===== src/rtl/cordic_pkg.sv =====
// Shared widths, mode encodings, FSM states, the arctangent table and the
// output saturation helper for the CORDIC engine.
package cordic_pkg;

  localparam int IN_W  = 18;
  localparam int OUT_W = 19;
  localparam int INT_W = 20;
  localparam int ANG_W = 18;

  localparam logic MODE_ROT = 1'b0;
  localparam logic MODE_VEC = 1'b1;

  localparam int ANG_180 = 131072;
  localparam int ANG_90  = 65536;

  // Angle constants in register width; 180 deg is the 18-bit pattern 0x20000.
  localparam logic [ANG_W-1:0]        ANG_180_W = 18'h20000;
  localparam logic signed [ANG_W-1:0] ANG_90_P  = 18'sd65536;
  localparam logic signed [ANG_W-1:0] ANG_90_N  = -18'sd65536;

  // Saturation limits of the 19-bit signed result, held in internal width.
  localparam logic signed [INT_W-1:0] SAT_HI = 20'sd262143;
  localparam logic signed [INT_W-1:0] SAT_LO = -20'sd262144;

  // atan(2^-i) in binary-angle units (2^17 = 180 deg).
  localparam logic [ANG_W-1:0] ATAN_LUT [0:15] = '{
    18'd32768, 18'd19344, 18'd10221, 18'd5188, 18'd2604, 18'd1303,
    18'd652,   18'd326,   18'd163,   18'd81,   18'd41,   18'd20,
    18'd10,    18'd5,     18'd3,     18'd1
  };

  typedef enum logic [1:0] {
    ST_IDLE,
    ST_RUN,
    ST_FIN
  } state_t;

  // Clamp an internal-width value into the 19-bit signed output range.
  function automatic logic signed [OUT_W-1:0] sat_out(input logic signed [INT_W-1:0] v);
    logic signed [INT_W-1:0] c;
    if (v > SAT_HI)      c = SAT_HI;
    else if (v < SAT_LO) c = SAT_LO;
    else                 c = v;
    return c[OUT_W-1:0];
  endfunction

endpackage


===== src/rtl/cordic_atan_lut.sv =====
// Combinational ROM: iteration index -> atan(2^-idx) in binary-angle units.
module cordic_atan_lut
  import cordic_pkg::*;
(
  input  logic [3:0]       idx,
  output logic [ANG_W-1:0] angle
);

  assign angle = ATAN_LUT[idx];

endmodule


===== src/rtl/cordic_engine.sv =====
// Iterative circular CORDIC: one micro-rotation per clock, rotation or
// vectoring mode, quadrant pre-rotation at load, raw gain on x/y.
module cordic_engine
  import cordic_pkg::*;
(
  input  logic                    clk,
  input  logic                    rst,
  input  logic                    start,
  input  logic signed [IN_W-1:0]  x0,
  input  logic signed [IN_W-1:0]  y0,
  input  logic signed [ANG_W-1:0] z0,
  input  logic                    rot0_vec1,
  input  logic [3:0]              n_iter,
  output logic                    done,
  output logic                    busy,
  output logic signed [OUT_W-1:0] xn,
  output logic signed [OUT_W-1:0] yn,
  output logic signed [ANG_W-1:0] zn
);

  state_t                  state_q, state_d;
  logic signed [INT_W-1:0] x_q, x_d, y_q, y_d;
  logic [ANG_W-1:0]        z_q, z_d;
  logic                    mode_q, mode_d;
  logic [3:0]              i_q, i_d, n_iter_q, n_iter_d;
  logic signed [OUT_W-1:0] xn_q, xn_d, yn_q, yn_d;
  logic [ANG_W-1:0]        zn_q, zn_d;
  logic                    done_q, done_d, busy_q, busy_d;

  logic [ANG_W-1:0]        atan_i;
  logic signed [INT_W-1:0] x0_ext, y0_ext, x_pre, y_pre;
  logic [ANG_W-1:0]        z_pre;
  logic                    flip;
  logic signed [INT_W-1:0] x_sh, y_sh;
  logic                    d_pos;
  logic [4:0]              i_next;

  cordic_atan_lut u_lut (
    .idx   (i_q),
    .angle (atan_i)
  );

  // Fold the load operands into the convergence range (right half-plane / |z| <= 90 deg).
  always_comb begin
    // NOTE: every variable written here gets a value on every path first, otherwise a latch is inferred.
    x0_ext = {{(INT_W-IN_W){x0[IN_W-1]}}, x0};
    y0_ext = {{(INT_W-IN_W){y0[IN_W-1]}}, y0};
    flip   = 1'b0;
    z_pre  = z0;
    if (rot0_vec1 == MODE_VEC) begin
      flip = x0[IN_W-1];
      if (flip) z_pre = z0 + ANG_180_W;
    end else begin
      flip = (z0 > ANG_90_P) || (z0 < ANG_90_N);
      if (flip) z_pre = z0 - ANG_180_W;
    end
    x_pre = flip ? -x0_ext : x0_ext;
    y_pre = flip ? -y0_ext : y0_ext;
  end

  // Shifted operands and micro-rotation direction for the current iteration.
  always_comb begin
    x_sh   = x_q >>> i_q;
    y_sh   = y_q >>> i_q;
    d_pos  = (mode_q == MODE_ROT) ? ~z_q[ANG_W-1] : y_q[INT_W-1];
    i_next = {1'b0, i_q} + 5'd1;
  end

  // FSM next state, datapath update and output capture.
  always_comb begin
    state_d  = state_q;
    x_d      = x_q;
    y_d      = y_q;
    z_d      = z_q;
    mode_d   = mode_q;
    i_d      = i_q;
    n_iter_d = n_iter_q;
    xn_d     = xn_q;
    yn_d     = yn_q;
    zn_d     = zn_q;
    done_d   = 1'b0;
    busy_d   = busy_q;
    case (state_q)
      ST_IDLE: begin
        if (start) begin
          x_d      = x_pre;
          y_d      = y_pre;
          z_d      = z_pre;
          mode_d   = rot0_vec1;
          n_iter_d = n_iter;
          i_d      = 4'd0;
          if (n_iter == 4'd0) begin
            state_d = ST_FIN;
            busy_d  = 1'b0;
          end else begin
            state_d = ST_RUN;
            busy_d  = 1'b1;
          end
        end
      end
      ST_RUN: begin
        if (d_pos) begin
          x_d = x_q - y_sh;
          y_d = y_q + x_sh;
          z_d = z_q - atan_i;
        end else begin
          x_d = x_q + y_sh;
          y_d = y_q - x_sh;
          z_d = z_q + atan_i;
        end
        i_d = i_next[3:0];
        if (i_next == {1'b0, n_iter_q}) begin
          state_d = ST_FIN;
          busy_d  = 1'b0;
        end
      end
      ST_FIN: begin
        xn_d    = sat_out(x_q);
        yn_d    = sat_out(y_q);
        zn_d    = z_q;
        done_d  = 1'b1;
        state_d = ST_IDLE;
      end
      default: state_d = ST_IDLE;
    endcase
  end

  // State and datapath registers; reset aborts any job in flight.
  always_ff @(posedge clk or posedge rst) begin
    if (rst) begin
      state_q  <= ST_IDLE;
      x_q      <= '0;
      y_q      <= '0;
      z_q      <= '0;
      mode_q   <= MODE_ROT;
      i_q      <= '0;
      n_iter_q <= '0;
      xn_q     <= '0;
      yn_q     <= '0;
      zn_q     <= '0;
      done_q   <= 1'b0;
      busy_q   <= 1'b0;
    end else begin
      // NOTE: non-blocking assignments so every register samples the pre-edge values.
      state_q  <= state_d;
      x_q      <= x_d;
      y_q      <= y_d;
      z_q      <= z_d;
      mode_q   <= mode_d;
      i_q      <= i_d;
      n_iter_q <= n_iter_d;
      xn_q     <= xn_d;
      yn_q     <= yn_d;
      zn_q     <= zn_d;
      done_q   <= done_d;
      busy_q   <= busy_d;
    end
  end

  assign done = done_q;
  assign busy = busy_q;
  assign xn   = xn_q;
  assign yn   = yn_q;
  assign zn   = zn_q;

endmodule


===== config.mk =====
export PLATFORM = sky130hd
export DESIGN_NAME = cordic_engine
export DESIGN_NICKNAME = d
export VERILOG_FILES = /design/src/rtl/cordic_pkg.sv /design/src/rtl/cordic_atan_lut.sv /design/src/rtl/cordic_engine.sv
export SDC_FILE = /design/constraint.sdc
export NUM_CORES = 1
export LEC_CHECK = 0
export BUFFER_PORTS_ARGS = -buffer_cell sky130_fd_sc_hd__buf_2
export CELL_PAD_IN_SITES_DETAIL_PLACEMENT = 1
export CELL_PAD_IN_SITES_GLOBAL_PLACEMENT = 1
export CORE_UTILIZATION = 47
export CTS_BUF_LIST = sky130_fd_sc_hd__clkbuf_4
export CTS_CLUSTER_SIZE = 30
export DETAILED_ROUTE_END_ITERATION = 10
export GPL_ROUTABILITY_DRIVEN = 0
export PLACE_DENSITY = 0.8
export SYNTH_ARGS = -nofsm -noshare
export SYNTH_HDL_FRONTEND = slang
export SYNTH_SLANG_ARGS = --single-unit

===== constraint.sdc =====
create_clock -name clk -period 5.55 [get_ports clk]
set_input_delay 1.11 -clock clk [delete_from_list [all_inputs] [get_ports clk]]
set_output_delay 1.11 -clock clk [all_outputs]
set_load 0.02 [all_outputs]

**After elaboration in Yosys (flattened, before gate mapping)**

Memory sizes are Yosys's and may differ from the RTL's.
Index checks and enable logic that the tools add are counted.

- Muxes and demuxes: 33
- Div/mod/pow operators: 0
- Bitwise logic cells: 2
- Add/sub/neg operators: 11
- Shift-type cells: 2
- Reductions and logical operators: 8
- Magnitude comparators: 7
- Equal/unequal tests: 5
- $mul: 0

Operator list:

| operator | count |
|---|---|
| 18-bit two-way mux | 7 |
| 20-bit two-way mux | 6 |
| 20-bit one-hot mux with 2 select lines | 2 |
| 19-bit two-way mux | 4 |
| 20-bit adder | 2 |
| 20-bit by 19-bit > comparator with 1-bit output, second input constant | 2 |
| 20-bit by 19-bit less-than comparator with 1-bit output, second input constant | 2 |
| 18-bit negation with 20-bit output | 2 |
| 20-bit by 4-bit >>> shifter with 20-bit output | 2 |
| 20-bit subtractor | 2 |
| 18-bit one-hot mux with 2 select lines | 1 |
| 18-bit adder | 1 |
| 18-bit adder, second input constant | 1 |
| 18-bit > comparator, second input constant | 1 |
| 18-bit by 17-bit less-than comparator with 1-bit output, second input constant | 1 |
| 18-bit subtractor | 1 |
| 18-bit subtractor, second input constant | 1 |
| 4-bit one-hot mux with 2 select lines | 1 |
| 1-bit two-way mux | 6 |
| 2-bit two-way mux | 3 |
| 2-bit AND reduction | 3 |
| 4-bit by 1-bit adder with 5-bit output, second input constant | 1 |
| 5-bit by 4-bit equality test with 1-bit output | 1 |
| 5-bit >= comparator, second input constant | 1 |
| 13 further kinds | 14 |

- Memory bits (read-only): 288
- Logic and storage cells: 81
- Memory bits (writable): 0
- Latch bits: 0
- Memories kept: 1
- Flip-flop bits (word level): 127
- Output and inout port bits: 58

Memories:

| name | depth | width | rd ports | clocked after Yosys merged registers in | write ports | RTL line | text |
|---|---|---|---|---|---|---|---|
| (name not given) | 16 | 18 | 1 | 0 | 0 | cordic_atan_lut.sv:9 | `assign angle = ATAN_LUT[idx];` |

**Logic depth before layout (Yosys ltp)**

Gate-level depths: netlist of the first run.

- Depth in word-level cells: 7
- Mapped depth: 25
- Gate-level depth less buffers: 20

**By module**

A second synthesis of the first run with hierarchy kept.

- Cell total of the unflattened synthesis: 1496
- Area, all modules: 12426.9 um^2

Modules (own cells, without submodules):

| module | cells each | instances | sequential area each (um^2) | area an instance (um^2) |
|---|---|---|---|---|
| cordic_engine | 1436 | 1 | 3178.0 | 12004.0 |
| cordic_atan_lut | 60 | 1 | 0.0 | 422.9 |

**Worst setup path after synthesis of the first run**

No wires, ideal clock.

- Path type: reg2reg
- Start: register i_q[3]
- End: register y_q[19]
- Arrival: 4.972 ns
- Stages on the path, launching flop included: 24
- Path slack: 0.449 ns
- Library setup time: 0.129 ns
- Required time: 5.421 ns
- Path through: dfrtp_1 clkbuf_1 buf_2 buf_2 buf_2 buf_1 clkbuf_1 buf_1 nand2_1 o21ai_0 ha_1 inv_1 or4_4 o31ai_1 a221oi_1 ha_1 a21o_1 a211o_1 a41o_1 o211ai_1 o21a_1 o21ai_0 xnor2_1 o21ai_1

- Word-level cells in the longest chain between the ends: 4
- Elaborated cells on any way between the ends: 5
- Those cells by class: 2 x add/sub; 1 x shift; 2 x mux

Ends and longest elaborated chain:

| item | RTL line | text |
|---|---|---|
| start, declared | cordic_engine.sv:25 | `logic [3:0] i_q, i_d, n_iter_q, n_iter_d;` |
| start signal, assigned | cordic_engine.sv:150 | `i_q <= i_d;` |
| 20-bit by 4-bit >>> shifter with 20-bit output * | cordic_engine.sv:63 | `x_sh = x_q >>> i_q;` |
| 20-bit subtractor or 20-bit adder (tied branches) | cordic_engine.sv:108, cordic_engine.sv:104 |  |
| 20-bit two-way mux * | cordic_engine.sv:102 | `if (d_pos) begin` |
| 20-bit one-hot mux with 2 select lines * | cordic_engine.sv:83 | `case (state_q)` |
| end signal, assigned | cordic_engine.sv:147 | `y_q <= y_d;` |
| end, declared | cordic_engine.sv:22 | `logic signed [INT_W-1:0] x_q, x_d, y_q, y_d;` |

Every way passes the cells marked *; elsewhere a longest branch is shown, timed or not.
A chain may end at the register's enable or synchronous reset.

**Worst setup path after layout of the first run**

- Start: register i_q[1]
- End: register x_q[19]

- Word-level cells in the longest chain between the ends: 4
- Elaborated cells on any way between the ends: 5
- Those cells by class: 2 x add/sub; 1 x shift; 2 x mux

Ends and longest elaborated chain:

| item | RTL line | text |
|---|---|---|
| 20-bit by 4-bit >>> shifter with 20-bit output * | cordic_engine.sv:64 | `y_sh = y_q >>> i_q;` |
| 20-bit adder or 20-bit subtractor (tied branches) | cordic_engine.sv:107, cordic_engine.sv:103 |  |
| 20-bit two-way mux * | cordic_engine.sv:102 |  |
| 20-bit one-hot mux with 2 select lines * | cordic_engine.sv:83 |  |
| end signal, assigned | cordic_engine.sv:132 | `x_q <= '0;` |
| end signal, assigned | cordic_engine.sv:146 | `x_q <= x_d;` |
| end, declared | cordic_engine.sv:22 |  |

Marked as above.

==> summary by stage, run 1 <==
Critical path
The number of cells traversed by the worst register-to-register path is 18. The startpoint of the most critical setup path is i_q[1]. The critical path arrival is 5.72 ns. STA classifies the critical path startpoint as a register. The worst-path maximum fanout is 5. The end of the worst register-to-register path is x_q[19]. The critical path ends at x_q[19].

The category of the critical setup timing path is reg2reg. The slack of the worst reg-to-reg path is 0.33 ns. The launching point of the worst reg2reg path is i_q[1]. The worst setup path is captured at a register. The data required time of the worst path is 6.05 ns.

Global route
The maximum number of pins on one net before global-route repair is 71. The number of antenna violations at the first check in global routing was 2. The wire length of the first global-routing pass is 68.5 mm. Global routing used 33.0% of the available tracks.

Global routing finished with a remaining overflow of 0. The number of global-route vias before repair is 12137.

Routing
The routed via count divided by cell count is 6.39. The routed layout has 12290 vias. Once detail routing completed, the nets flagged for antenna violations numbered 0. In the final routed layout, each cell accounts on average for 22.4 um. After the first detailed-routing iteration, the DRC count stood at 1196. The post-route DRC violation count is 0.

The number of detailed-routing iterations run before antenna repair is 5. Wires add up to 43.1 mm.

Synth
Summed over all instances, the cell type with the most area after synthesis is dfrtp_1. The number of different library cells used by synthesis comes to 89. The post-synthesis instance area is 12400 um2. The top cell type by area accounts for 25.7% of the synthesized area. By area the synthesized netlist is led by dfrtp_1 26%, mux4_2 8.0%, ha_1 7.1%.

The primary flip-flop cell chosen by synthesis mapping is dfrtp_1. The total nets after synthesis is 1614. Counting flops and latches in the post-synthesis netlist gives 127. The number of cells produced by synthesis is 1479.

Yosys mapped a number of flops with a built-in enable equal to 0. The sequential-to-total area share from yosys stat is 25.7%. The most common cell in the synthesized netlist is nand2_1.

After synthesis, the share of flip-flops with an asynchronous set or reset is 100%. Ranked by instance count, the synthesized netlist is headed by 223 x nand2_1, 162 x o21ai_0, 127 x dfrtp_1. The mean instance size in the synthesized netlist is 8.35 um2. For this run, the number of Yosys warnings is 0.

Final layout
The area growth from synthesis to layout is 11.0%. The count of nets after finishing is 1714. The post-route netlist has 19.0% of its cells at a drive strength greater than 1. The number of fillers in the final layout is 3149.

The cell area after layout is 13700 um2. The area of combinational cells with multiple inputs is 8650 um2. The sequential cells in the finished layout cover a total of 3180 um2. The final standard cell utilization of the core is 53.8%.

Placement
Detailed placement finished with a half-perimeter wire length of 33.2 mm. The count of buffers from port buffering is 119. The standard cell area after detailed placement is 13400 um2. The worst slack after detailed placement is 0.373 ns.

STA
The count of final hold-check violations is 0. The final critical-path share of the clock period is 94.0%. The slew at the pin closest to its max-slew limit is 1.08 ns. Between clock sinks in the finished design, the worst skew comes to 0.0317 ns. The worst-case headroom to the max-slew limit is 26.5%. The highest attainable clock frequency is 192 MHz. The max-slew violation count is 0. In the post-route analysis, the smallest setup slack over all paths is 0.334 ns. The minimum period implied by the final worst setup slack is 5.22 ns.

Setup violations remaining at the end of the flow were counted as 0. The total negative slack is 0 ns. Setup repair after global routing left no endpoint under its margin.

Clock network
After clock tree synthesis, the flow added hold-fix buffers numbering 0. Clock tree synthesis inserted a total of 17 buffers. After clock tree synthesis, the clock-pin slew on the worst setup and hold paths is 0.13 ns.

TritonCTS built the clock tree. The library cell used as clock root buffer is clkbuf_4. The post-cts sizing count is 0.

The H-tree was split into 4 levels. CTS saw 127 sinks. The clock insertion delay at the later pin of the skew report is 0.59 ns.

The buffer count from post-CTS setup fixing is 0. The maximum buffer depth of the clock tree is 2.

Die
The initial utilization of the core area, before any placement, comes to 48.5%. The placeable core region is 25500 um2. The x dimension of the die is 164 um. The floorplan step set the die height to 164 um. The floorplan has 58 rows. The die area is 26900 um2. The number of ports placed on the die boundary is 120.

Job
The count of max-cap constraint violations is 0.

Pwr
The maximum vdd ir drop is 0.282 mV. Power spread over the standard cell area amounts to 650 nW/um2. For this design the static power due to leakage is 0.00605 uW.

Outcome
The run finished with clean final reports.

Worst hold path
The min-delay analysis places its worst path in the category reg2reg.
==> worst min path at each step <==
stage	start	endpoint	slack (ns)	cells after the start
5_1_grt	yn[2]	yn[2]	0.51	2
4_1_cts	zn[9]	zn[9]	0.50	2
2_1_floorplan	n_iter_q[0]	n_iter_q[0]	0.47	2
3_5_place_dp	zn[9]	zn[9]	0.46	2
3_3_place_gp	zn[9]	zn[9]	0.45	2
6_report	zn[15]	zn[15]	0.49	2
==> worst max-delay path, cell delays in order, from the launching register on <==
cell and delay [ns]:
dfrtp_2 0.48, mux4_1 0.64, mux2_4 0.30, a222oi_1 0.49, ha_1 0.26, nand3b_1 0.15
and2b_1 0.26, a21oi_1 0.08, xnor2_1 0.13, ha_1 0.35, a21oi_1 0.26, o21ai_0 0.16
a21o_1 0.20, a31o_2 0.22, a41oi_1 0.24, a21boi_0 0.19, a31oi_1 0.25, xor3_1 0.33
o21ai_1 0.14
==> cells by family after synthesis <==
kind of cell	Yosys count	synth area share [%]
multiplexers	86	12.0
XOR/XNOR	123	8.84
adder cells (fa/ha/maj)	75	7.74
AO/OA/AOI/OAI	466	23.3
buffers and inverters	132	4.51
flip-flops	127	25.7
AND/OR/NAND/NOR	470	17.9
==> power breakdown <==
group / internal (uW) / switching [uW] / total, uW
Sequential: 1230 / 528 / 1760
Combinational: 2770 / 3720 / 6490
Clock: 234 / 432 / 666
Total: 4230 / 4680 / 8910
==> final cells by class <==
class,instances,share of cell area (%)
multi-input combinational,1220,63.1
sequential,127,23.2
timing repair buffer,169,7.54
tap,330,3.01
inverter,44,1.22
clock buffer,18,0.985
clock inverter,14,0.976
antenna,1,0.0182
==> stage by stage <==
stage	hold slack, ns	total power, uW	instances
finish	0.490	8910	1923
CTS	0.495	8750	1922
global placement	0.454	7770	1890
global route	0.511	9580	1923
floorplan	0.466	6190	1479
detailed placement	0.462	8020	1890
==> per-layer routing <==
layer / up-vias / routed length, um / share of wire (%) / track usage (%)
met4: 2 / 943 / 2.2 / 9.39
met3: 70 / 3400 / 7.9 / 5.63
met5: - / 10 / 0.023 / 0
met1: 6083 / 19800 / 46 / 47.8
met2: 504 / 18900 / 44 / 50.2
li1: 5631 / - / - / -
==> state kept, by name (all words and copies together) (netlist names) <==
| name | count |
|---|---|
| i_q | 4 |
| x_q | 20 |
| zn | 18 |
| mode_q | 1 |
| yn | 19 |
| y_q | 20 |
| xn | 19 |
| done | 1 |
| state_q | 2 |
| n_iter_q | 4 |
| z_q | 18 |
| busy | 1 |
==> cells in the final DEF, fill, tap and decap left out, types with 11 or more instances in the layout <==
cell	synthesis	routed
ha_1	70	70
nor2_1	86	85
or3_1	12	12
nand2_1	223	221
nor3_1	25	25
a31oi_1	24	24
and3_1	15	15
a21o_1	19	19
o22ai_1	20	20
xnor2_1	57	57
mux4_2	44	44
mux2_2	13	13
a211oi_1	12	12
inv_1	39	38
clkbuf_4	0	18
nor4_1	11	11
buf_2	15	119
nand2b_1	12	12
dfrtp_1	127	124
buf_4	3	45
o211ai_1	28	28
xor2_1	65	65
mux2i_1	24	22
o21ai_0	162	162
nor2b_1	12	11
a21oi_1	100	99
nand3_1	23	23
Power figures use the tool's default switching activity.
==> inputs of run 2 (changes only) <==
- ABC_AREA: unset -> 1
- CORE_UTILIZATION: 47 -> 44
- PLACE_DENSITY: 0.8 -> 0.81
==> run 2 against run 1 <==
Against the previous run:
- worst hold slack improved by 0.0035 ns
- core utilization fell by 4.6 points
- synthesized cell count is 30% higher
- clock skew is 0.0016 ns higher
- non-clock buffer count fell by 27
==> summary by stage, run 2 <==
Die
The number of ports placed on the die boundary is 120 (unchanged). The placeable core region is 27000 um2 (was 25500 um2). The floorplan die height is 168 um (was 164 um).

The die area is 28200 um2 (was 26900 um2). The initial standard-cell utilization of the core is 44.9% (was 48.5%). The x dimension of the die is 168 um (was 164 um). The number of placement rows is 60 (was 58).

Final layout
Registers with the highest flip-flop counts: x_q x20, y_q x20 (unchanged). The most common cell after layout, fill and taps aside is nand2_1 (unchanged). The ratio of cells with drive above 1 in the final layout came to 9.63% (was 19.0%). The area growth from synthesis to layout was 9.62% (was 11.0%). The cell area after layout came to 13300 um2 (was 13700 um2). The count of nets after finishing is 2136 (was 1714). Commonest non-fill, non-tap cells in the layout: 538 x nand2_1, 214 x nand3_1, 179 x inv_1 (was 221 x nand2_1, 162 x o21ai_0, 124 x dfrtp_1).

Critical path
The family with the most delay on the worst path was simple AND/OR/NAND/NOR gates (was compound AO/OA/AOI/OAI gates). The launching point of the worst reg2reg path is i_q[1] (unchanged). The buffering stage count on the worst path with inverters included came to 5 (was 0). The number of cells traversed by the worst register-to-register path was 26 (was 18). The slowest library cell on the worst path is dfrtp_1 (was mux4_1). The critical path capture point type is a register (unchanged). The delay of the slowest cell on the worst path came to 0.66 ns (was 0.64 ns). The critical path arrival is 5.38 ns (was 5.72 ns).

The category of the critical setup timing path is reg2reg (unchanged). The data required time of the worst path was 6.01 ns (was 6.05 ns). The startpoint type of the worst setup path is a register (unchanged).

The worst-path maximum fanout came to 23 (was 5). The end of the worst register-to-register path is y_q[18] (was x_q[19]). The slack of the worst reg-to-reg path was 0.63 ns (was 0.33 ns). In this design, the critical path's most frequently occurring cell is nand2_1.

Routing
The post-route DRC violation count was 0 (unchanged). The number of detailed-routing iterations run before antenna repair is 7 (was 5). The wire length per cell is 19.1 um (was 22.4 um). The total via count after detailed routing was 13679 (was 12290). The routed via count divided by cell count is 5.81 (was 6.39). The total wirelength of the detailed-routed design is 45.0 mm (was 43.1 mm). The remaining antenna violation count is 0 (unchanged).

The violation count after the first detailed-route iteration is 1065 (was 1196).

Synth
The total nets after synthesis came to 2053 (was 1614). The fraction of post-synthesis cell area in the top cell type by area is 26.2% (was 25.7%). Top post-synthesis cells by area: dfrtp_1 26%, nand2_1 17%, nand3_1 8.8% (was dfrtp_1 26%, mux4_2 8.0%, ha_1 7.1%). The number of cells produced by synthesis is 1918 (was 1479).

The yosys synthesis warning count was 0 (unchanged). The number of different library cells in the post-synthesis netlist is 47 (was 89). The cell with the most instances after synthesis is nand2_1 (unchanged). The post-synthesis instance area is 12100 um2 (was 12400 um2).

The primary flip-flop cell chosen by synthesis mapping was dfrtp_1 (unchanged). The sequential-to-total area share from yosys stat is 26.2% (was 25.7%). The largest area contributor in the synthesized netlist is dfrtp_1 (unchanged).

The post-synthesis async set-or-reset flop share came to 100% (unchanged). Most instantiated cells after synthesis: 538 x nand2_1, 214 x nand3_1, 181 x inv_1 (was 223 x nand2_1, 162 x o21ai_0, 127 x dfrtp_1). The mean instance size in the synthesized netlist is 6.31 um2 (was 8.35 um2). The number of synthesized flops with an enable pin was 0 (unchanged). The post-synthesis sequential element count was 127 (unchanged).

STA
The total negative slack was 0 ns (unchanged). The final worst clock skew was 0.0334 ns (was 0.0317 ns). The slew at the pin closest to its max-slew limit was 1.20 ns (was 1.08 ns). The final number of setup-violating endpoints is 0 (unchanged).

The max-slew violation count is 0 (unchanged). The count of final hold-check violations is 0 (unchanged). The worst hold slack is 0.494 ns (was 0.490 ns). The final critical-path share of the clock period was 88.6% (was 94.0%).

The highest attainable clock frequency is 203 MHz (was 192 MHz). The minimum period implied by the final worst setup slack was 4.92 ns (was 5.22 ns). RSZ-0062 raised after global routing: no (unchanged). The worst-case headroom to the max-slew limit was 19.4% (was 26.5%).

Global route
The met1 track utilization from global routing is 47.1% (was 47.8%). The busiest metal layer after global routing is met2 (unchanged). The global-route track usage on met2 is 48.3% (was 50.2%). The global route total overflow came to 0 (unchanged). The global-route total usage across every layer is 32.3% (was 33.0%). The maximum number of pins on one net before global-route repair came to 128 (was 71).

The number of antenna violations at the first check in global routing is 1 (was 2). The number of global-route vias before repair came to 13162 (was 12137). The met3 global-route usage is 6.16% (was 5.63%). The wire length of the first global-routing pass is 71.3 mm (was 68.5 mm).

Clock network
The register clock-pin slew on the reported worst setup and hold paths was 0.15 ns (was 0.13 ns). The number of clock sinks is 127 (unchanged). The clock insertion delay at the later pin of the skew report came to 0.61 ns (was 0.59 ns).

The count of hold buffers inserted by post-cts repair is 0 (unchanged). The number of levels in the clock H-tree is 4 (unchanged). The buffer count from post-CTS setup fixing was 0 (unchanged). The TritonCTS clock tree is yes (unchanged). The maximum buffer depth of the clock tree is 2 (unchanged). The library cell used as clock root buffer is clkbuf_4 (unchanged).

The post-cts sizing count is 0 (unchanged). The total clock buffers created by CTS is 17 (unchanged).

Worst hold path
The classification of the worst-slack hold path is reg2reg (unchanged). The endpoint of the worst hold-timing path is xn[5] (was zn[15]). The number of stages on the worst hold path is 2 (unchanged).

The start point of the worst min-delay path is xn[5] (was zn[15]).

Placement
The half-perimeter wire length after detailed placement is 35.0 mm (was 33.2 mm). The count of buffers from port buffering is 119 (unchanged). The standard cell area after detailed placement is 13000 um2 (was 13400 um2).

Outcome
Run status: finished clean (unchanged).

Job
The count of max-cap constraint violations came to 0 (unchanged).
run 2: cell types whose count changed after synthesis, sizes merged, moves of 25 or more:
cell   before  now
xnor2      57   17
nand2     223  538
mux2i      25    0
mux4       47    0
inv        43  185
a21oi     100  132
nand3      23  214
nor2       87  179
run 2: worst max-delay path by stage:
stage | endpoint | cells after the start | from | slack, ns
global placement | x_q[15] | 25 | i_q[1] | 0.94
floorplan | busy | 1 | rst | 1.06
global route | x_q[15] | 25 | i_q[1] | 0.20
detailed placement | x_q[15] | 25 | i_q[1] | 0.83
CTS | y_q[19] | 24 | i_q[1] | 0.75
finish | y_q[18] | 26 | i_q[1] | 0.63
run 2: per-stage QoR:
step | setup WS (ns) | cells | util (%)
after floorplan | 1.06 | 1918 | -
after global placement | 0.944 | 2323 | 48.2
after detailed placement | 0.826 | 2323 | 48.2
after CTS | 0.754 | 2355 | 49.2
after global routing | 0.201 | 2356 | 49.3
final | 0.633 | 2356 | 49.3
run 2: cells by family after synthesis:
group,count (synthesis),share of synthesized area (%)
simple gates,988,34.0
compound gates,387,17.6
buf+inv,264,8.73
flops,127,26.2
xor+xnor,79,5.71
fa+ha+maj,73,7.73
run 2: per-layer routing:
layer	vias to the layer above	wire (um)
li1	6544	-
met1	6597	21300
met2	475	19000
met3	63	3750
met4	0	919
met5	-	0
run 2: area by class of cell:
type / instances / area (um2)
Clock buffer: 17 / 128
Sequential cell: 127 / 3180
Timing Repair Buffer: 142 / 793
Inverter: 186 / 701
Tap cell: 341 / 427
Fill cell: 3761 / 13700
Antenna cell: 1 / 2.50
Clock inverter: 15 / 164
Multi-Input combinational cell: 1527 / 7880
run 2: worst reg2reg max path: cells and delay by family, from the launching register on:
kind	cells	cell delay [ns]
fa+ha+maj	2	0.54
flops	1	0.66
compound gates	4	0.45
xor+xnor	1	0.17
buf+inv	5	0.64
simple gates	14	2.32
Power of run 2 is not shown: default switching activity piles up to over one toggle a cycle in this logic, so the estimate is an artifact.
